--- src/rtl/pointing_device_pkg.sv ---
// Shared definitions for the CD-i pointing-device receiver.
// Holds the receive FSM state type, byte-class markers, the known device ID
// byte, and the frame field positions, which the transmitter-side model also uses.
// A frame is header, X byte, Y byte. The header carries two button bits and
// the top two bits of dx and dy. The X and Y bytes carry the low six bits.
package pointing_device_pkg;

  typedef enum logic [2:0] {
    ST_RTS_HOLD = 3'd0,
    ST_WAIT_ID  = 3'd1,
    ST_IDLE     = 3'd2,
    ST_GOT0     = 3'd3,
    ST_GOT1     = 3'd4
  } e_rx_state;

  localparam logic [1:0] kHeaderMarker  = 2'b11;
  localparam logic [1:0] kDataMarker    = 2'b10;
  localparam logic [7:0] kDeviceIdSpoon = 8'hCA;

  // Frame field positions
  localparam int kMarkerLsb   = 6;
  localparam int kPayloadBits = 6;
  localparam int kHdrDxLsb    = 0;
  localparam int kHdrDyLsb    = 2;
  localparam int kHdrB2Bit    = 4;
  localparam int kHdrB1Bit    = 5;

  function automatic logic [7:0] frame_dx(input logic [5:0] hdr, input logic [5:0] xb);
    return {hdr[kHdrDxLsb+1:kHdrDxLsb], xb[kPayloadBits-1:0]};
  endfunction

  function automatic logic [7:0] frame_dy(input logic [5:0] hdr, input logic [5:0] yb);
    return {hdr[kHdrDyLsb+1:kHdrDyLsb], yb[kPayloadBits-1:0]};
  endfunction

endpackage

--- src/rtl/pointer_axis_accumulator.sv ---
// One cursor axis: adds a signed 8-bit delta on apply and clamps to 0..MAX.
// Ports:
//   clk, reset_n : clock, async active-low reset (position -> MAX>>1)
//   apply        : add delta this cycle
//   delta[7:0]   : signed motion
//   position     : current clamped position
module pointer_axis_accumulator #(
  parameter int MAX   = 383,
  parameter int WIDTH = 10
) (
  input  logic             clk,
  input  logic             reset_n,
  input  logic             apply,
  input  logic [7:0]       delta,
  output logic [WIDTH-1:0] position
);

  localparam logic [WIDTH-1:0] kResetPos = WIDTH'(MAX >> 1);
  localparam logic [WIDTH-1:0] kMaxPos   = WIDTH'(MAX);
  localparam logic signed [11:0] kMaxS   = 12'(MAX);

  logic [WIDTH-1:0]   r_pos;
  logic signed [11:0] w_sum;
  logic [WIDTH-1:0]   w_next;

  // 12 bits hold any position plus or minus 128 without wrapping.
  assign w_sum = $signed({{(12-WIDTH){1'b0}}, r_pos}) + $signed({{4{delta[7]}}, delta});

  always_comb begin
    w_next = w_sum[WIDTH-1:0];
    if (w_sum < 12'sd0) begin
      w_next = '0;
    end else if (w_sum > kMaxS) begin
      w_next = kMaxPos;
    end
  end

  always_ff @(posedge clk or negedge reset_n) begin
    if (!reset_n) begin
      r_pos <= kResetPos;
    end else if (apply) begin
      r_pos <= w_next;
    end
  end

  assign position = r_pos;

endmodule

--- src/rtl/pointing_device_receiver.sv ---
// Host-side CD-i pointing-device decoder.
// It forces device identification with RTS, captures the ID byte, and parses
// 3-byte motion frames into a clamped absolute cursor and button state.
// Ports:
//   clk, reset_n                     : clock, async active-low reset
//   reidentify                       : one-cycle request to restart identification
//   serial_in_data, serial_in_write  : received UART byte and its valid strobe
//   rts                              : request-to-send to the device
//   device_id, id_valid              : captured ID byte, and a flag that the ID is valid
//   x_pos, y_pos, b1, b2             : cursor position and button state
//   update                           : one-cycle pulse when a frame is applied
//   error_count                      : saturating protocol error counter
//
// state       | meaning
// ------------+----------------------------------------------------
// ST_RTS_HOLD | rts high, bytes ignored, hold counter running
// ST_WAIT_ID  | next byte is the device ID
// ST_IDLE     | waiting for a frame header
// ST_GOT0     | header held, waiting for the X byte (timeout armed)
// ST_GOT1     | X byte held, waiting for the Y byte (timeout armed)
module pointing_device_receiver
  import pointing_device_pkg::*;
#(
  parameter int X_MAX         = 383,
  parameter int Y_MAX         = 279,
  parameter int RTS_TICKS     = 30000,
  parameter int TIMEOUT_TICKS = 750000
) (
  input  logic       clk,
  input  logic       reset_n,
  input  logic       reidentify,
  input  logic [7:0] serial_in_data,
  input  logic       serial_in_write,
  output logic       rts,
  output logic [7:0] device_id,
  output logic       id_valid,
  output logic [9:0] x_pos,
  output logic [8:0] y_pos,
  output logic       b1,
  output logic       b2,
  output logic       update,
  output logic [7:0] error_count
);

  localparam int RW = $clog2(RTS_TICKS + 1);
  localparam int TW = $clog2(TIMEOUT_TICKS + 1);

  e_rx_state r_state, w_next_state;

  logic [RW-1:0] r_rts_cnt;
  logic [TW-1:0] r_to_cnt;
  logic [5:0]    r_hdr;
  logic [5:0]    r_xb;
  logic [7:0]    r_device_id;
  logic          r_id_valid;
  logic          r_apply;
  logic [7:0]    r_dx;
  logic [7:0]    r_dy;
  logic [1:0]    r_btn_stage;
  logic          r_b1;
  logic          r_b2;
  logic          r_update;
  logic [7:0]    r_err_cnt;

  logic w_is_hdr, w_is_data, w_timeout, w_rts_done;
  logic w_err, w_store_hdr, w_store_x, w_store_id, w_frame_done;

  assign w_is_hdr   = serial_in_data[kMarkerLsb+1:kMarkerLsb] == kHeaderMarker;
  assign w_is_data  = serial_in_data[kMarkerLsb+1:kMarkerLsb] == kDataMarker;
  assign w_rts_done = (r_rts_cnt == '0);
  // A byte arriving in the expiry cycle takes precedence over the timeout.
  assign w_timeout  = ((r_state == ST_GOT0) || (r_state == ST_GOT1)) &&
                      !serial_in_write && (r_to_cnt == '0);

  // State register
  always_ff @(posedge clk or negedge reset_n) begin
    if (!reset_n) begin
      r_state <= ST_RTS_HOLD;
    end else begin
      r_state <= w_next_state;
    end
  end

  // Next state and datapath strobes
  always_comb begin
    w_next_state = r_state;
    w_err        = 1'b0;
    w_store_hdr  = 1'b0;
    w_store_x    = 1'b0;
    w_store_id   = 1'b0;
    w_frame_done = 1'b0;
    if (reidentify) begin
      w_next_state = ST_RTS_HOLD;
    end else begin
      case (r_state)
        ST_RTS_HOLD: begin
          if (w_rts_done) w_next_state = ST_WAIT_ID;
        end
        ST_WAIT_ID: begin
          if (serial_in_write) begin
            w_store_id   = 1'b1;
            w_next_state = ST_IDLE;
          end
        end
        ST_IDLE: begin
          if (serial_in_write) begin
            if (w_is_hdr) begin
              w_store_hdr  = 1'b1;
              w_next_state = ST_GOT0;
            end else begin
              w_err = 1'b1;
            end
          end
        end
        ST_GOT0: begin
          if (serial_in_write) begin
            if (w_is_data) begin
              w_store_x    = 1'b1;
              w_next_state = ST_GOT1;
            end else if (w_is_hdr) begin
              w_err       = 1'b1;
              w_store_hdr = 1'b1;
            end else begin
              w_err        = 1'b1;
              w_next_state = ST_IDLE;
            end
          end else if (w_timeout) begin
            w_err        = 1'b1;
            w_next_state = ST_IDLE;
          end
        end
        ST_GOT1: begin
          if (serial_in_write) begin
            if (w_is_data) begin
              w_frame_done = 1'b1;
              w_next_state = ST_IDLE;
            end else if (w_is_hdr) begin
              w_err        = 1'b1;
              w_store_hdr  = 1'b1;
              w_next_state = ST_GOT0;
            end else begin
              w_err        = 1'b1;
              w_next_state = ST_IDLE;
            end
          end else if (w_timeout) begin
            w_err        = 1'b1;
            w_next_state = ST_IDLE;
          end
        end
        default: w_next_state = ST_RTS_HOLD;
      endcase
    end
  end

  // Outputs decoded from state
  always_comb begin
    rts = 1'b0;
    if (r_state == ST_RTS_HOLD) rts = 1'b1;
  end

  // RTS hold and inter-byte timers
  always_ff @(posedge clk or negedge reset_n) begin
    if (!reset_n) begin
      r_rts_cnt <= RW'(RTS_TICKS - 1);
      r_to_cnt  <= TW'(TIMEOUT_TICKS);
    end else begin
      if (reidentify) begin
        r_rts_cnt <= RW'(RTS_TICKS - 1);
      end else if ((r_state == ST_RTS_HOLD) && !w_rts_done) begin
        r_rts_cnt <= r_rts_cnt - 1'b1;
      end
      if (serial_in_write) begin
        r_to_cnt <= TW'(TIMEOUT_TICKS);
      end else if (r_to_cnt != '0) begin
        r_to_cnt <= r_to_cnt - 1'b1;
      end
    end
  end

  // Frame capture. A completed frame is staged for one cycle so that the
  // position, buttons and update all change together one edge later.
  always_ff @(posedge clk or negedge reset_n) begin
    if (!reset_n) begin
      r_hdr       <= '0;
      r_xb        <= '0;
      r_apply     <= 1'b0;
      r_dx        <= '0;
      r_dy        <= '0;
      r_btn_stage <= '0;
      r_b1        <= 1'b0;
      r_b2        <= 1'b0;
      r_update    <= 1'b0;
    end else begin
      if (w_store_hdr) r_hdr <= serial_in_data[5:0];
      if (w_store_x)   r_xb  <= serial_in_data[5:0];
      r_apply <= w_frame_done;
      if (w_frame_done) begin
        r_dx        <= frame_dx(r_hdr, r_xb);
        r_dy        <= frame_dy(r_hdr, serial_in_data[5:0]);
        r_btn_stage <= {r_hdr[kHdrB1Bit], r_hdr[kHdrB2Bit]};
      end
      r_update <= r_apply;
      if (r_apply) begin
        r_b1 <= r_btn_stage[1];
        r_b2 <= r_btn_stage[0];
      end
    end
  end

  always_ff @(posedge clk or negedge reset_n) begin
    if (!reset_n) begin
      r_device_id <= '0;
      r_id_valid  <= 1'b0;
      r_err_cnt   <= '0;
    end else begin
      if (reidentify) begin
        r_id_valid <= 1'b0;
      end else if (w_store_id) begin
        r_device_id <= serial_in_data;
        r_id_valid  <= 1'b1;
      end
      if (w_err && (r_err_cnt != 8'hFF)) r_err_cnt <= r_err_cnt + 1'b1;
    end
  end

  pointer_axis_accumulator #(.MAX(X_MAX), .WIDTH(10)) u_acc_x (
    .clk      (clk),
    .reset_n  (reset_n),
    .apply    (r_apply),
    .delta    (r_dx),
    .position (x_pos)
  );

  pointer_axis_accumulator #(.MAX(Y_MAX), .WIDTH(9)) u_acc_y (
    .clk      (clk),
    .reset_n  (reset_n),
    .apply    (r_apply),
    .delta    (r_dy),
    .position (y_pos)
  );

  assign device_id   = r_device_id;
  assign id_valid    = r_id_valid;
  assign b1          = r_b1;
  assign b2          = r_b2;
  assign update      = r_update;
  assign error_count = r_err_cnt;

endmodule

--- config.mk ---
export PLATFORM = sky130hd
export DESIGN_NAME = pointing_device_receiver
export DESIGN_NICKNAME = d
export VERILOG_FILES = /design/src/rtl/pointing_device_pkg.sv /design/src/rtl/pointer_axis_accumulator.sv /design/src/rtl/pointing_device_receiver.sv
export SDC_FILE = /design/constraint.sdc
export NUM_CORES = 1
export LEC_CHECK = 0
export CORE_ASPECT_RATIO = 0.6
export CORE_MARGIN = 2
export CORE_UTILIZATION = 50
export CTS_BUF_LIST = sky130_fd_sc_hd__clkbuf_8
export CTS_CLUSTER_DIAMETER = 200
export DETAILED_ROUTE_END_ITERATION = 12
export HOLD_SLACK_MARGIN = 0.03
export PLACE_DENSITY = 0.71
export SYNTH_ARGS = -nofsm -noshare
export SYNTH_HDL_FRONTEND = slang
export SYNTH_SLANG_ARGS = --single-unit
--- constraint.sdc ---
create_clock -name clk -period 2.9 [get_ports clk]
set_clock_uncertainty 0.1 [all_clocks]
set_input_delay 0.725 -clock clk [delete_from_list [all_inputs] [get_ports clk]]
set_output_delay 0.725 -clock clk [all_outputs]
set_load 0.02 [all_outputs]
==> impl_metrics.toml <==
[clocking]
cts_buffers = 9
cts.clk_slew.worst_paths_ns = 0.11
cts-htree-levels = 3
worstSkewPairLatency_ns = 0.37
cts_hold_buffers = 0
root_buffer = "clkbuf_8"
ctsLongestPathBuffers = 2
cts_sinks = 108
cts_tree = "built"

[place]
placed_area_um2 = 6899
port_buffers = 51
place_ws_ns = -0.04945
routabilityCongestion = 0.9846
dp_cells = 825
hpwl_um = 10590

[timing]
fin_ws_ns = 0.05064
min_period_over_period_pct = 98.25
slew_violations = 0
worst_pin_slew_ns = 0.5981
fin_crit_ns = 2.849
report.final.hold_viol_count = 0
setup_viol = 0
fmax_ghz = 0.3510
maxSlewHeadroom_pct = 59.56
fin_tns_setup_ns = 0
holdWs_ns = 0.1964

[yosys]
netlist_area_um2 = 6035
syn_inst = 602
synthSimpleGateAreaFrac_pct = 19.22
synth-edff-count = 0
synth_top_family_by_area = "simple AND/OR/NAND/NOR gates"
synth-adder-area-share_pct = 5.847
async_flop_share_pct = 100.0
ys.flop_type = "dfrtp_1"
synth_seq_cells = 108
yosys.area_share.xor_xnor_pct = 6.676
yosysSeqAreaShare_pct = 45.43
yosys.cell_types.count = 72
ys_warn_count = 0
synth_area_per_cell_um2 = 10.02
synth_mux_area_share_pct = 4.624
syn-num-nets = 641
synth_compound_area_share_pct = 15.38

[cells_and_area]
antenna_cells = 0
final_cells = 844
areaGrowthSynthToFinish_pct = 18.47
finalInstanceArea_um2 = 7149
drive_gt1_share_pct = 19.15
final_nets = 713
final_util_pct = 60.04
final_common_cell = "dfrtp_1"
layout_common_cells = "77 x dfrtp_1, 75 x nand2_1, 50 x clkdlybuf4s50_1, 48 x nor2_1, 35 x buf_4"

[global_route]
grt_max_degree = 39
grt_pass1_wl_um = 23740
antenna_found_initial = 0
grt-ovfl-total = 0
track_usage_pct = 22.84
grt_pass1_vias = 4641

[drt]
drc_errors = 0
wl_per_cell_um = 17.00
drt_wl_total_um = 14350
drt_iter0_markers = 399
dr.pass1.iters = 5
vias_per_cell = 5.783
ant_nets = 0
via_count = 4881

[worst_setup_path]
cp_num_buf_inv = 2
path_cells = "ha_1 > nor2b_4 > buf_4 > o31a_1 > o32a_1 > a311o_1 > buf_4 > a2111oi_1 > o2bb2ai_1"
cpPeakStageDelay_ns = 0.56
cp.required_ns = 3.10
path_class = "register to register"
worst_ep_arrival_time_ns = 3.05
path_common_cell = "buf_4"
worst_setup_path_end_kind = "register"
critical_path.top_delay_family = "compound AO/OA/AOI/OAI gates"
start_kind = "register"
slowest_stage = "dfstp_2"
cp_max_fo = 4

[job]
maxCapViolCount = 0

[hold_path]
hold_class = "primary input to async pin"

[floorplanning]
ios = 52
start_util_pct = 50.68
rows = 31
die_y_um = 89.10
die_area_um2 = 12990
core_um2 = 11910
die_x_um = 145.8

[power_and_ir_drop]
p_leak_nw = 3.247
power_density_nw_per_um2 = 357.1
vdd_drop_max_mv = 0.2431
p_total_mw = 2.553

[status]
status = "finished, final reports clean"
## metal layers
metal / vias to the layer above / part of all wire (%) / global-route usage, %
met5: - / 0 / 0
met3: 16 / 5.3 / 4.898
li1: 2321 / - / -
met2: 149 / 43 / 34.26
met4: 0 / 1.3 / 5.437
met1: 2395 / 50 / 34.07
## where the power goes
group / total [mW] / internal [mW] / switching [mW]
logic: 0.144 / 0.0539 / 0.0902
registers: 1.54 / 1.53 / 0.0157
clock network: 0.865 / 0.319 / 0.545
total: 2.55 / 1.90 / 0.651
## worst paths after layout
check / startpoint / to / slack (ns) / depth (start not counted)
max: u_acc_x.position[2] / u_acc_x.position[3] / 0.05 / 9
min: reset_n / u_acc_y.position[8] / 0.20 / 1
max reg2reg: u_acc_x.position[2] / u_acc_x.position[3] / 0.05 / 9
min reg2reg: r_hdr[3] / r_dy[7] / 0.37 / 2
max in group asynchronous: reset_n / u_acc_x.position[0] / 1.77 / 2
min in group clk: r_hdr[3] / r_dy[7] / 0.37 / 2
## flip-flops by register name, indices dropped and copies added, names as in the netlist
signal            flops
u_acc_y.position      9
update                1
r_dx                  8
id_valid              1
r_hdr                 6
r_btn_stage           2
r_apply               1
r_dy                  8
u_acc_x.position     10
r_to_cnt             20
b1                    1
device_id             8
error_count           8
r_state               3
r_rts_cnt            15
r_xb                  6
b2                    1
## cell type report
class / instances / area (µm²)
clock inverter: 7 / 52.55
clock buffer: 9 / 123.9
inverter: 18 / 67.56
sequential: 108 / 2741
timing repair buffer: 86 / 783.3
fill: 985 / 4758
tap: 165 / 206.4
multi-input combinational: 451 / 3174
## Yosys cell counts, drive strengths merged (11+ instances only)
| cell | instances | area, µm² |
|---|---|---|
| clkbuf | 18 | 68.81 |
| dfstp | 31 | 814.5 |
| ha | 25 | 312.8 |
| nor2 | 48 | 180.2 |
| mux2 | 23 | 259.0 |
| nand4 | 11 | 68.82 |
| dfrtp | 77 | 1927 |
| o21ai | 20 | 111.4 |
| a21oi | 20 | 100.1 |
| nand3 | 13 | 65.06 |
| a211oi | 11 | 82.58 |
| xnor2 | 27 | 236.5 |
| xor2 | 19 | 166.4 |
| nand2b | 11 | 68.82 |
| a21o | 11 | 82.58 |
| nor3 | 15 | 75.07 |
| nand2 | 75 | 281.5 |
| inv | 18 | 67.56 |
## repair_timing
action	4_1_cts	5_1_grt
resized for setup	0	17
buffers inserted	1	2
pin swaps	1	5
hold endpoints to repair	0	0
setup endpoints to repair	2	12
## logic make-up (layout without fill, tap and decap cells)
family / count (synthesis) / in the layout
XOR/XNOR: 46 / 46
buffers and inverters: 43 / 120
AND/OR/NAND/NOR: 229 / 229
flip-flops: 108 / 108
AO/OA/AOI/OAI: 124 / 124
adder cells (fa/ha/maj): 27 / 27
multiplexers: 25 / 25
Power figures use the tool's default switching activity.
